`src/rtl/hazard_ctrl_unit.sv`:
```
// hazard_ctrl_unit
//   Hazard and forwarding controller for the pipelined RV32I core.
//   - EX operand forwarding from NSTG downstream result stages.
//     The nearest stage wins: index 0 is M, index NSTG-1 is W.
//   - Sequential hazard control, highest priority first:
//       1. data-memory wait stall (mw)
//       2. branch-taken flush
//       3. multi-bubble load-use stall
//
// Parameters:
//   NSTG       forwarding source stages after EX (1..6)
//   LU_BUBBLES bubbles inserted per load-use hazard (1..7)
//   FW         forward-select code width (derived, do not override)
//
// Ports:
//   clk, rst                  rising-edge clock, async active-high reset
//   Rs1D, Rs2D                Decode source registers
//   Rs1E, Rs2E, RdE           Execute source/destination registers
//   RegWriteE, ResultSrcE0    Execute writes rd / Execute is a load
//   PCSrcE                    branch/jump taken in Execute
//   RdS, RegWriteS            per-stage destination regs and write enables
//   MemReqM, MemReadyM        data memory request / completion in M
//   ForwardA, ForwardB        operand select codes (NSTG-i, or 0 = regfile)
//   StallF/D/E/M              pipeline register holds
//   FlushD/E/W                pipeline register bubble inserts
//
// Optional feature, enabled by defining HAZARD_PERF_EN:
//   lu_stall_cnt              saturating count of load-use StallD cycles
//                             that occur without a memory wait
//   mem_stall_cnt             saturating count of memory-wait cycles
module hazard_ctrl_unit #(
   parameter int NSTG       = 2,
   parameter int LU_BUBBLES = 1,
   parameter int FW         = $clog2(NSTG + 1)
) (
   input  logic              clk,
   input  logic              rst,
   input  logic [4:0]        Rs1D,
   input  logic [4:0]        Rs2D,
   input  logic [4:0]        Rs1E,
   input  logic [4:0]        Rs2E,
   input  logic [4:0]        RdE,
   input  logic              RegWriteE,
   input  logic              ResultSrcE0,
   input  logic              PCSrcE,
   input  logic [5*NSTG-1:0] RdS,
   input  logic [NSTG-1:0]   RegWriteS,
   input  logic              MemReqM,
   input  logic              MemReadyM,
   output logic [FW-1:0]     ForwardA,
   output logic [FW-1:0]     ForwardB,
   output logic              StallF,
   output logic              StallD,
   output logic              StallE,
   output logic              StallM,
   output logic              FlushD,
   output logic              FlushE,
   output logic              FlushW
`ifdef HAZARD_PERF_EN
   ,
   output logic [31:0]       lu_stall_cnt,
   output logic [31:0]       mem_stall_cnt
`endif
);

   localparam int CW = $clog2(LU_BUBBLES + 1);

   typedef enum logic {
      RUN      = 1'b0,
      LU_STALL = 1'b1
   } state_t;

   state_t        state;
   state_t        next_state;
   logic [CW-1:0] cnt;
   logic [CW-1:0] next_cnt;

   logic lu_hz;
   logic mw;
   logic stall_f;
   logic stall_d;
   logic stall_e;
   logic stall_m;
   logic flush_d;
   logic flush_e;
   logic flush_w;
   logic lu_stall_active;

   // The scan runs from the farthest stage to the nearest, so the last
   // match written (the lowest index) is the one that wins.
   function automatic logic [FW-1:0] fwd_sel(
      input logic [4:0]        rs,
      input logic [5*NSTG-1:0] rd,
      input logic [NSTG-1:0]   we
   );
      logic [FW-1:0] sel;
      sel = '0;
      for (int i = NSTG - 1; i >= 0; i--) begin
         if (we[i] && (rd[5*i +: 5] != 5'd0) && (rd[5*i +: 5] == rs)) begin
            sel = FW'(NSTG - i);
         end else begin
            sel = sel;
         end
      end
      return sel;
   endfunction

   // Forwarding select codes for both EX operands.
   always_comb begin
      ForwardA = fwd_sel(Rs1E, RdS, RegWriteS);
      ForwardB = fwd_sel(Rs2E, RdS, RegWriteS);
   end

   assign lu_hz = ResultSrcE0 & RegWriteE & (RdE != 5'd0) &
                  ((RdE == Rs1D) | (RdE == Rs2D));
   assign mw    = MemReqM & ~MemReadyM;

   // FSM state and bubble-counter register.
   always_ff @(posedge clk or posedge rst) begin
      if (rst) begin
         state <= RUN;
         cnt   <= '0;
      end else begin
         state <= next_state;
         cnt   <= next_cnt;
      end
   end

   // FSM next-state and stall/flush decode.
   always_comb begin
      next_state = state;
      next_cnt   = cnt;
      stall_f    = 1'b0;
      stall_d    = 1'b0;
      stall_e    = 1'b0;
      stall_m    = 1'b0;
      flush_d    = 1'b0;
      flush_e    = 1'b0;
      flush_w    = 1'b0;
      if (mw) begin
         // The whole pipe freezes, so a taken branch held in E is
         // presented again once the memory completes.
         stall_f = 1'b1;
         stall_d = 1'b1;
         stall_e = 1'b1;
         stall_m = 1'b1;
         flush_w = 1'b1;
      end else begin
         case (state)
            RUN: begin
               if (PCSrcE) begin
                  // A load in D is squashed by the flush, so the hazard is moot.
                  flush_d = 1'b1;
                  flush_e = 1'b1;
               end else if (lu_hz) begin
                  stall_f = 1'b1;
                  stall_d = 1'b1;
                  flush_e = 1'b1;
                  if (LU_BUBBLES > 1) begin
                     next_state = LU_STALL;
                     next_cnt   = CW'(LU_BUBBLES - 1);
                  end else begin
                     next_state = RUN;
                     next_cnt   = '0;
                  end
               end else begin
                  next_state = RUN;
               end
            end
            LU_STALL: begin
               stall_f  = 1'b1;
               stall_d  = 1'b1;
               flush_e  = 1'b1;
               next_cnt = cnt - CW'(1);
               if (cnt == CW'(1)) begin
                  next_state = RUN;
               end else begin
                  next_state = LU_STALL;
               end
            end
            default: begin
               next_state = RUN;
               next_cnt   = '0;
            end
         endcase
      end
   end

   // Reset masks the controls immediately, without waiting for the
   // state register to settle.
   always_comb begin
      StallF = stall_f & ~rst;
      StallD = stall_d & ~rst;
      StallE = stall_e & ~rst;
      StallM = stall_m & ~rst;
      FlushD = flush_d & ~rst;
      FlushE = flush_e & ~rst;
      FlushW = flush_w & ~rst;
   end

   assign lu_stall_active = ~mw & ((state == LU_STALL) |
                                   ((state == RUN) & ~PCSrcE & lu_hz));

`ifdef HAZARD_PERF_EN
   // Saturating performance counters.
   always_ff @(posedge clk or posedge rst) begin
      if (rst) begin
         lu_stall_cnt  <= 32'd0;
         mem_stall_cnt <= 32'd0;
      end else begin
         if (lu_stall_active && (lu_stall_cnt != 32'hFFFF_FFFF)) begin
            lu_stall_cnt <= lu_stall_cnt + 32'd1;
         end else begin
            lu_stall_cnt <= lu_stall_cnt;
         end
         if (mw && (mem_stall_cnt != 32'hFFFF_FFFF)) begin
            mem_stall_cnt <= mem_stall_cnt + 32'd1;
         end else begin
            mem_stall_cnt <= mem_stall_cnt;
         end
      end
   end
`else
   logic unused_perf;
   assign unused_perf = lu_stall_active;
`endif

endmodule

```
`config.mk`:
```
export PLATFORM = sky130hd
export DESIGN_NAME = hazard_ctrl_unit
export DESIGN_NICKNAME = d
export VERILOG_FILES = /design/src/rtl/hazard_ctrl_unit.sv
export SDC_FILE = /design/constraint.sdc
export NUM_CORES = 1
export LEC_CHECK = 0
export BUFFER_PORTS_ARGS = -buffer_cell sky130_fd_sc_hd__buf_2
export CORE_UTILIZATION = 35
export CTS_CLUSTER_SIZE = 14
export DETAILED_ROUTE_END_ITERATION = 10
export GPL_TIMING_DRIVEN = 0
export HOLD_SLACK_MARGIN = 0.06
export PLACE_DENSITY = 0.84
export SLEW_MARGIN = 25
export SYNTH_ARGS = -nofsm -noshare
export SYNTH_HDL_FRONTEND = slang
export SYNTH_SLANG_ARGS = --single-unit
```
`constraint.sdc`:
```
create_clock -name clk -period 2.1 [get_ports clk]
set_clock_uncertainty 0.2 [all_clocks]
set_input_delay 0.42 -clock clk [delete_from_list [all_inputs] [get_ports clk]]
set_output_delay 0.42 -clock clk [all_outputs]
set_load 0.1 [all_outputs]
```
==> impl_metrics.toml, run 1 <==
[floorplanning]
die_x_um = 41.53
initial_core_util = 0.3955
die_h_um = 41.53
ioPinCount = 55
placementRows = 13

[yosys]
ys.warnings.count = 0
ys_seq_elements = 2
synth_cell_type_count = 25
syn_avg_cell_area_um2 = 7.811
yosysSeqAreaShare = 0.09153
netlist_area_um2 = 546.8
synth_cells = 70
synthesis.nets = 114

[clock_tree]
cts_buffers = 3
htree_levels = 1
cts.path.max_buffers = 2
cts_sinks = 2
cts-root-buf = "clkbuf_4"

[placement]
io_buffers = 54
hpwl_um = 1521
gp_congestion = 0.7900

[global_routing]
grt_max_degree = 7

[timing]
worstEndpointType = "output port"
crit_endpoint = "StallF"

[status]
lastStage = "global routing"
stop_error = "[ERROR DPL-0038] Utilization greater than 100%, impossible to legalize"
outcome = "did not finish"
-- per-stage QoR --
step	area, um2	cells	worst slack, ns	TNS (ns)	utilization
4_1_cts	1244	145	-0.4083	-1.755	0.8995
3_3_place_gp	1084	139	-0.6109	-3.071	0.7837
3_5_place_dp	1084	139	-0.6163	-3.094	0.7837
2_1_floorplan	794.5	70	-0.8908	-3.121	-
-- repair_timing --
item                                   in CTS
resized for setup                          32
pin swaps                                   9
buffers inserted                            2
hold buffers                                1
endpoints found under the hold margin       2
setup endpoints to repair                   7
cloned                                      0
-- cell families after synthesis --
logic type | Yosys count | share of synthesized area
AOI/OAI and AO/OA | 10 | 0.1282
DFF | 2 | 0.09154
buffers and inverters | 6 | 0.06178
and+or+nand+nor | 22 | 0.2380
xor gates and xnor gates | 30 | 0.4805
-- cells in the mapped netlist --
| cell type | instances | share of area |
|---|---|---|
| or4_1 | 3 | 0.041 |
| a21boi_0 | 1 | 0.014 |
| nand2b_1 | 1 | 0.011 |
| nor3_1 | 3 | 0.027 |
| nor2b_1 | 1 | 0.011 |
| a311oi_1 | 1 | 0.016 |
| a211o_1 | 1 | 0.016 |
| a31oi_1 | 1 | 0.011 |
| nor4_2 | 1 | 0.023 |
| xor2_1 | 12 | 0.19 |
| nor2_1 | 1 | 0.0069 |
| a21oi_1 | 1 | 0.0091 |
| o311a_1 | 1 | 0.018 |
| inv_1 | 3 | 0.021 |
| o21ai_1 | 2 | 0.018 |
| nand2_1 | 2 | 0.014 |
| nand3_1 | 5 | 0.046 |
| o22ai_1 | 1 | 0.011 |
| or3_1 | 1 | 0.011 |
| and3_1 | 1 | 0.011 |
| a211oi_1 | 1 | 0.014 |
| buf_4 | 3 | 0.041 |
| nor4_1 | 3 | 0.034 |
| xnor2_1 | 18 | 0.29 |
| dfrtp_1 | 2 | 0.092 |
==> run 2: changes to the inputs <==
Settings changed: CORE_AREA from default to 2 2 63 65, CORE_UTILIZATION 35 to default, CTS_CLUSTER_SIZE 14 to default, DIE_AREA from default to 0 0 65 67, HOLD_SLACK_MARGIN 0.06 to default, PLACE_DENSITY 0.84 to default, PLACE_DENSITY_LB_ADDON from default to 0.15.
==> impl_metrics.toml, run 2 <==
[status]
outcome = "complete, but fails checks"
violations = "setup timing"

[timing]
worstMarginPinSlew_ns = 0.4962
relSlewSlack = 0.6715
max_freq_mhz = 407.3
tns_ns = -1.794
hold_violations = 0
rsz0062_at_grt = "true"
period_share = 1.169
period_minus_slack_ns = 2.455
drv_slew = 0
finalSetupViolCount = 7
setup_slack_ns = -0.3553

[clock_tree]
htree_levels = 1
cts.path.max_buffers = 2
clkLatencyLatePin_ns = 0.21
clk_pin_slew_ns = 0.03
cts-root-buf = "clkbuf_8"
cts_sinks = 2
cts_buffers = 3
cts_tree = "yes"

[power]
ir_worst_vdd_uv = 179.2
powerDensity_nw_per_um2 = 343.1
p_leak_nw = 0.6307

[yosys]
ys_top_cells_by_area = "xnor2_1, xor2_1, dfrtp_1"
ys_seq_elements = 2
synthesis.nets = 114
synth.most_common_cell = "xnor2_1"
ys.flop_type = "dfrtp_1"
async_flop_share = 1.000
synth_cells = 70
syn_avg_cell_area_um2 = 7.811
synth_top_area_share = 0.2883
synth_cell_type_count = 25
yosysSeqAreaShare = 0.09153
synth_edf_count = 0
synth_commonest_cells = "xnor2_1, xor2_1, nand3_1"
ys.warnings.count = 0
netlist_area_um2 = 546.8
yosysTopAreaCell = "xnor2_1"

[setup_path]
crit_chain = "buf_8 > or3_4 > o311a_4 > a31oi_4 > a21oi_4 > buf_12 > buf_12"
slowest_stage = "or3_4"
worstSetupStartpointType = "primary input"
cp-end-kind = "output port"
max_stage_delay_ns = 0.38
crit_path_max_fanout = 3
worst_ep_required_time_ns = 1.48
cpLargestDelayFamily = "compound AO/OA/AOI/OAI gates"
path_common_cell = "buf_12"
critical_path_class = "in2out"
cp_num_buf_inv = 3
arrival_ns = 1.84

[route]
vias = 762
drt-initial-drc-count = 8
ant_nets = 0
finalWirelength_um = 2127
detail_route.wl_per_cell_um = 11.56
remaining_drc_errors = 0
drtPass1Iterations = 3
via_per_inst = 4.141

[global_routing]
grtUsageTotal = 0.1037
first_global_vias = 846
grt_pass1_wl_um = 3657
overflow = 0
grt_max_degree = 7
antenna_found_initial = 0

[layout]
drive_gt1_frac = 0.7353
fin_area_um2 = 1461
antenna_cells = 0
final_common_cell = "buf_2"
num-nets-final = 182
layout_common_cells = "buf_2, xor2_1, xnor2_2, xnor2_1"
reg_top3 = "cnt: 1 flops, state: 1 flops"
area_delta_synth_final_pct = 167.3
postLayoutCoreUtil = 0.4053

[floorplanning]
die_x_um = 65
placementRows = 22
core_um2 = 3606
dieArea_um2 = 4355
die_h_um = 67
ioPinCount = 55
initial_core_util = 0.1516

[min_path]
min_path_type = "reg2reg"

[run]
drv_cap = 0

[placement]
io_buffers = 54
gp_congestion = 0.7094
dpl_cell_area_um2 = 1125
run 2: cell counts after synthesis:
Identical to the previous run, type by type.
run 2: final timing paths:
check	cells past startpoint	to	start	slack [ns]
worst max-delay path	7	StallF	RdE[2]	-0.36
min in group asynchronous	3	cnt$_DFFE_PP0P_	rst	0.53
max in group asynchronous	3	state$_DFFE_PP0N_	rst	1.06
worst max register to register	2	cnt$_DFFE_PP0P_	state$_DFFE_PP0N_	0.82
worst min-delay path	1	state$_DFFE_PP0N_	cnt$_DFFE_PP0P_	0.31
worst min register to register	1	state$_DFFE_PP0N_	cnt$_DFFE_PP0P_	0.31
run 2: final cells by class:
class                      count  area (um2)
multi-input combinational     62       733.2
clock buffer                   3       41.29
timing repair buffer          63       493.0
inverter                       3       23.77
tap                           48       60.06
fill                         360        2145
sequential                     2       50.05
buffer                         3       60.06
run 2: worst reg2reg max path, cell delays in order, from the launching register on:
cell	delay [ns]
dfrtp_1	0.48
and3_1	0.22
a211o_1	0.26
run 2: metal layers:
| layer | global-route usage | wire [um] | vias to the layer above | part of all wire |
|---|---|---|---|---|
| met5 | 0 | 0 | - | 0 |
| met4 | 0.01596 | 0 | 0 | 0 |
| met3 | 0.006757 | 136 | 0 | 0.064 |
| met2 | 0.2023 | 1132 | 36 | 0.53 |
| met1 | 0.1254 | 858 | 345 | 0.40 |
| li1 | - | - | 381 | - |
run 2: cell families after synthesis:
family	share of synthesized area
and+or+nand+nor	0.2380
xor gates and xnor gates	0.4805
DFF	0.09154
AOI/OAI and AO/OA	0.1282
buffers and inverters	0.06178
run 2: metrics by stage:
stage / total power [mW] / instances / setup slack, ns / hold slack [ns]
6_report: 0.5014 / 184 / -0.3553 / 0.3129
5_1_grt: 0.5361 / 184 / -0.3794 / 0.3478
4_1_cts: 0.4867 / 178 / -0.3859 / 0.3036
3_5_place_dp: 0.2970 / 172 / -0.6392 / 0.1817
3_3_place_gp: 0.2938 / 172 / -0.6157 / 0.1777
2_1_floorplan: 0.2080 / 70 / -0.8908 / -0.03882
run 2: power by group:
part / switching (mW) / internal, mW
clock: 0.0269 / 0.121
combinational: 0.167 / 0.147
sequential: 0.000531 / 0.0395
total: 0.194 / 0.307
run 2: what timing repair did:
item,in CTS,in global routing
hold buffers,1,0
gates resized for setup,41,16
hold endpoints to repair,2,0
setup buffers,2,6
endpoints found under the setup margin,7,7
pin swaps,8,8
Note: power is estimated with default switching activity, not from simulation.
==> run 3: changes to the inputs <==
Settings changed: BUFFER_PORTS_ARGS -buffer_cell sky130_fd_sc_hd__buf_2 to default, DONT_BUFFER_PORTS from default to 1.
==> impl_metrics.toml, run 3 (synthesis results as in run 2) <==
[clock_tree]
cts-root-buf = "clkbuf_8"
cts_buffers = 3
cts_tree = "yes"
cts_sinks = 2
htree_levels = 1
clk_pin_slew_ns = 0.03
cts.path.max_buffers = 2
clkLatencyLatePin_ns = 0.21

[floorplanning]
initial_core_util = 0.1516
placementRows = 22
dieArea_um2 = 4355
die_h_um = 67
die_x_um = 65
ioPinCount = 55
core_um2 = 3606

[timing]
setup_slack_ns = -0.7750
hold_violations = 0
period_minus_slack_ns = 2.875
hold_slack_ns = 0.2391
finalSetupViolCount = 6
worstMarginPinSlew_ns = 0.9873
relSlewSlack = 0.3396
rsz0062_at_grt = "true"
max_freq_mhz = 347.8
drv_slew = 0
period_share = 1.369

[route]
drt-initial-drc-count = 15
vias = 562
drtPass1Iterations = 2
ant_nets = 0
finalWirelength_um = 1701
via_per_inst = 4.323
detail_route.wl_per_cell_um = 13.08
remaining_drc_errors = 0

[placement]
dpl_cell_area_um2 = 949.7
io_buffers = 0
hpwl_um = 1557
gp_congestion = 0.6667

[setup_path]
worst_ep_required_time_ns = 1.48
reg2reg_from = "state$_DFFE_PP0N_"
critical_path_class = "in2out"
crit_path_start = "RdS[3]"
crit_path_max_fanout = 3
worstSetupStartpointType = "primary input"
cp-end-kind = "output port"
arrival_ns = 2.25

[global_routing]
antenna_found_initial = 0
first_global_vias = 690
grt_max_degree = 7
grt_pass1_wl_um = 2835
grtUsageTotal = 0.08161
overflow = 0

[power]
p_leak_nw = 0.3811
powerDensity_nw_per_um2 = 358.6
ir_worst_vdd_uv = 104.2

[layout]
fin_area_um2 = 1092
area_delta_synth_final_pct = 99.77
drive_gt1_frac = 0.5000
final_common_cell = "xor2_1"
num-nets-final = 128
antenna_cells = 0
reg_top3 = "cnt: 1 flops, state: 1 flops"
layout_common_cells = "xor2_1, xnor2_1, xnor2_2"

[min_path]
min_path_type = "in2reg"
hp-start = "MemReqM"

[run]
drv_cap = 0

[status]
violations = "setup timing"
outcome = "complete, but fails checks"
[run 3: changes by cell type in the layout (fill, tap and decap cells not counted), sizes merged]
| cell | previous run | this run |
|---|---|---|
| buf | 65 | 11 |
[run 3: cell type report]
type	instances	area [um2]
sequential	2	50.05
inverter	3	23.77
clock buffer	3	41.29
tap	48	60.06
buffer	3	60.06
timing repair buffer	9	126.4
multi-input combinational	62	730.7
fill	378	2514
[run 3: repair_timing]
action	4_1_cts	5_1_grt
hold buffers	1	0
buffers inserted	2	0
pin swaps	9	4
setup endpoints to repair	5	6
hold endpoints to repair	2	0
cloned	0	0
gates resized for setup	5	4
[run 3: worst max-delay path: stages]
cell and delay, ns:
or4_4 0.53, o21ai_4 0.18, nor4_4 0.07, buf_16 0.18, buf_6 0.13, nor3_4 0.75
[run 3: power breakdown]
group	internal (mW)	switching, mW
clock	0.121	0.0267
combinational	0.0976	0.106
sequential	0.0396	0.000438
total	0.258	0.134
[run 3: routing by layer]
layer	wire [um]	track usage	vias to the layer above
met4	0	0.03191	0
li1	-	-	270
met1	552	0.08081	255
met3	230	0.03041	0
met5	0	0	-
met2	919	0.1534	37
[run 3: path summary, 6_finish.rpt]
check	endpoint	slack [ns]	cells past startpoint
worst min-delay path	state$_DFFE_PP0N_	0.24	2
min in group asynchronous	state$_DFFE_PP0N_	0.32	2
max in group asynchronous	cnt$_DFFE_PP0P_	1.27	2
worst max register to register	cnt$_DFFE_PP0P_	0.83	2
worst min register to register	state$_DFFE_PP0N_	0.28	1
worst max-delay path	ForwardB[0]	-0.77	6
[run 3: per-stage QoR]
step / setup slack [ns] / setup TNS [ns] / power (mW) / utilization / cells
after global routing: -0.8100 / -2.488 / 0.4091 / 0.3029 / 130
after global placement: -0.9649 / -3.795 / 0.2174 / 0.2370 / 118
after CTS: -0.7835 / -2.385 / 0.3932 / 0.2925 / 130
after detailed placement: -0.9384 / -2.397 / 0.2281 / 0.2634 / 124
final: -0.7750 / -2.257 / 0.3917 / 0.3029 / 130
after floorplan: -0.8908 / -3.121 / 0.2080 / - / 70
==> run 4: changes to the inputs <==
Settings changed: MAX_ROUTING_LAYER from default to met4, PLACE_DENSITY from default to 0.33, PLACE_DENSITY_LB_ADDON 0.15 to default.
==> impl_metrics.toml, run 4 (synthesis results as in run 2) <==
[timing]
hold_violations = 0
drv_slew = 0
period_minus_slack_ns = 2.713
rsz0062_at_grt = "true"
finalSetupViolCount = 7
worstMarginPinSlew_ns = 1.010
max_freq_mhz = 368.6
period_share = 1.292
relSlewSlack = 0.3247
setup_slack_ns = -0.6131

[setup_path]
crit_path_max_fanout = 3
cp-end-kind = "output port"
cpLargestDelayFamily = "simple AND/OR/NAND/NOR gates"
critical_path_class = "in2out"
r2r_slack_ns = 0.80
max_stage_delay_ns = 0.76
crit_chain = "or4_4 > o21ai_4 > nor4_4 > buf_2 > nor3_4"
slowest_stage = "nor3_4"
worstSetupStartpointType = "primary input"
arrival_ns = 2.09
r2r-end = "cnt$_DFFE_PP0P_"
worst_ep_required_time_ns = 1.48
cp_num_buf_inv = 1
r2r_cells = 2
reg2reg_from = "state$_DFFE_PP0N_"

[min_path]
min_path_cells = 2
hp-start = "MemReqM"
min_path_type = "in2reg"
min_to = "state$_DFFE_PP0N_"

[layout]
area_delta_synth_final_pct = 105.0
layout_common_cells = "xor2_1, xnor2_2, xnor2_1"
nFillCells = 375
antenna_cells = 0
fin_area_um2 = 1121
drive_gt1_frac = 0.5422
reg_top3 = "cnt: 1 flops, state: 1 flops"
num-nets-final = 129
instances_no_fill = 131
final_common_cell = "xor2_1"

[floorplanning]
ioPinCount = 55
die_x_um = 65
die_h_um = 67
core_um2 = 3606
initial_core_util = 0.1516
dieArea_um2 = 4355
placementRows = 22

[route]
drtPass1Iterations = 3
detail_route.wl_per_cell_um = 14.24
remaining_drc_errors = 0
drt-initial-drc-count = 12
vias = 586
ant_nets = 0
finalWirelength_um = 1866
via_per_inst = 4.473

[clock_tree]
cts_sinks = 2
cts_tree = "yes"
cts.path.max_buffers = 2
cts-root-buf = "clkbuf_8"
clk_pin_slew_ns = 0.03
clkLatencyLatePin_ns = 0.21
htree_levels = 1
cts_buffers = 3

[placement]
io_buffers = 0
place_ws_ns = -0.7942
dpl_cell_area_um2 = 949.7
gp_congestion = 0.6686
dpl.cell_count = 124
hpwl_um = 1644

[status]
violations = "setup timing"
outcome = "complete, but fails checks"

[global_routing]
grtUsageTotal = 0.08961
first_global_vias = 717
overflow = 0
grt_pass1_wl_um = 2932
antenna_found_initial = 0
grt_max_degree = 7

[power]
powerDensity_nw_per_um2 = 361.5
p_leak_nw = 0.3945
ir_worst_vdd_uv = 132.3

[run]
drv_cap = 0
==> run 4: worst max-delay path by stage <==
stage                       from          end  slack (ns)  cells after the start
final                     RdS[3]  ForwardB[0]       -0.61                      5
after global routing      RdS[3]  ForwardB[0]       -0.67                      5
after detailed placement  RdS[1]  ForwardB[0]       -0.79                      5
after CTS                 RdS[3]  ForwardB[0]       -0.63                      5
after floorplan           RdS[1]  ForwardA[0]       -0.89                      4
after global placement    RdS[1]  ForwardA[0]       -0.95                      4
==> run 4: timing repair <==
action,in CTS,in global routing
pin swaps,9,5
hold buffers,1,0
setup endpoints to repair,5,7
buffers inserted,3,0
resized for setup,2,11
hold endpoints to repair,2,0
==> run 4: worst reg2reg max path: cells and delay by family, from the launching register on <==
| family | cells | cell delay (ns) |
|---|---|---|
| simple gates | 1 | 0.23 |
| compound gates | 1 | 0.27 |
| flops | 1 | 0.48 |
==> run 4: power by group <==
group          internal, mW  total [mW]  switching [mW]
Sequential           0.0395      0.0400        0.000501
Clock                 0.121       0.151          0.0296
Combinational         0.101       0.214           0.113
Total                 0.262       0.405           0.143
==> run 4: final cells by class <==
cell class                 instances  area, um2  area share
sequential                         2      50.05     0.04464
multi-input combinational         62      758.2      0.6763
tap                               48      60.06     0.05357
clock buffer                       3      41.29     0.03683
timing repair buffer              10      127.6      0.1138
inverter                           3      23.77     0.02121
buffer                             3      60.06     0.05357
==> run 4: metal layers <==
layer,routed length (um),vias to the layer above,global-route usage
met2,1033,35,0.1649
met5,0,-,-
met1,618,276,0.08788
li1,-,275,-
met4,0,0,0.04787
met3,215,0,0.02027
==> run 4: metrics by stage <==
stage          power [mW]  hold slack (ns)  utilization  TNS (ns)
2_1_floorplan      0.2080         -0.03882            -    -3.121
3_3_place_gp       0.2188         -0.03209       0.2370    -3.798
3_5_place_dp       0.2282         -0.03135       0.2634    -2.279
4_1_cts            0.3939           0.2524       0.2873    -2.289
5_1_grt            0.4257           0.2685       0.3109    -2.485
6_report           0.4053           0.2500       0.3109    -2.148
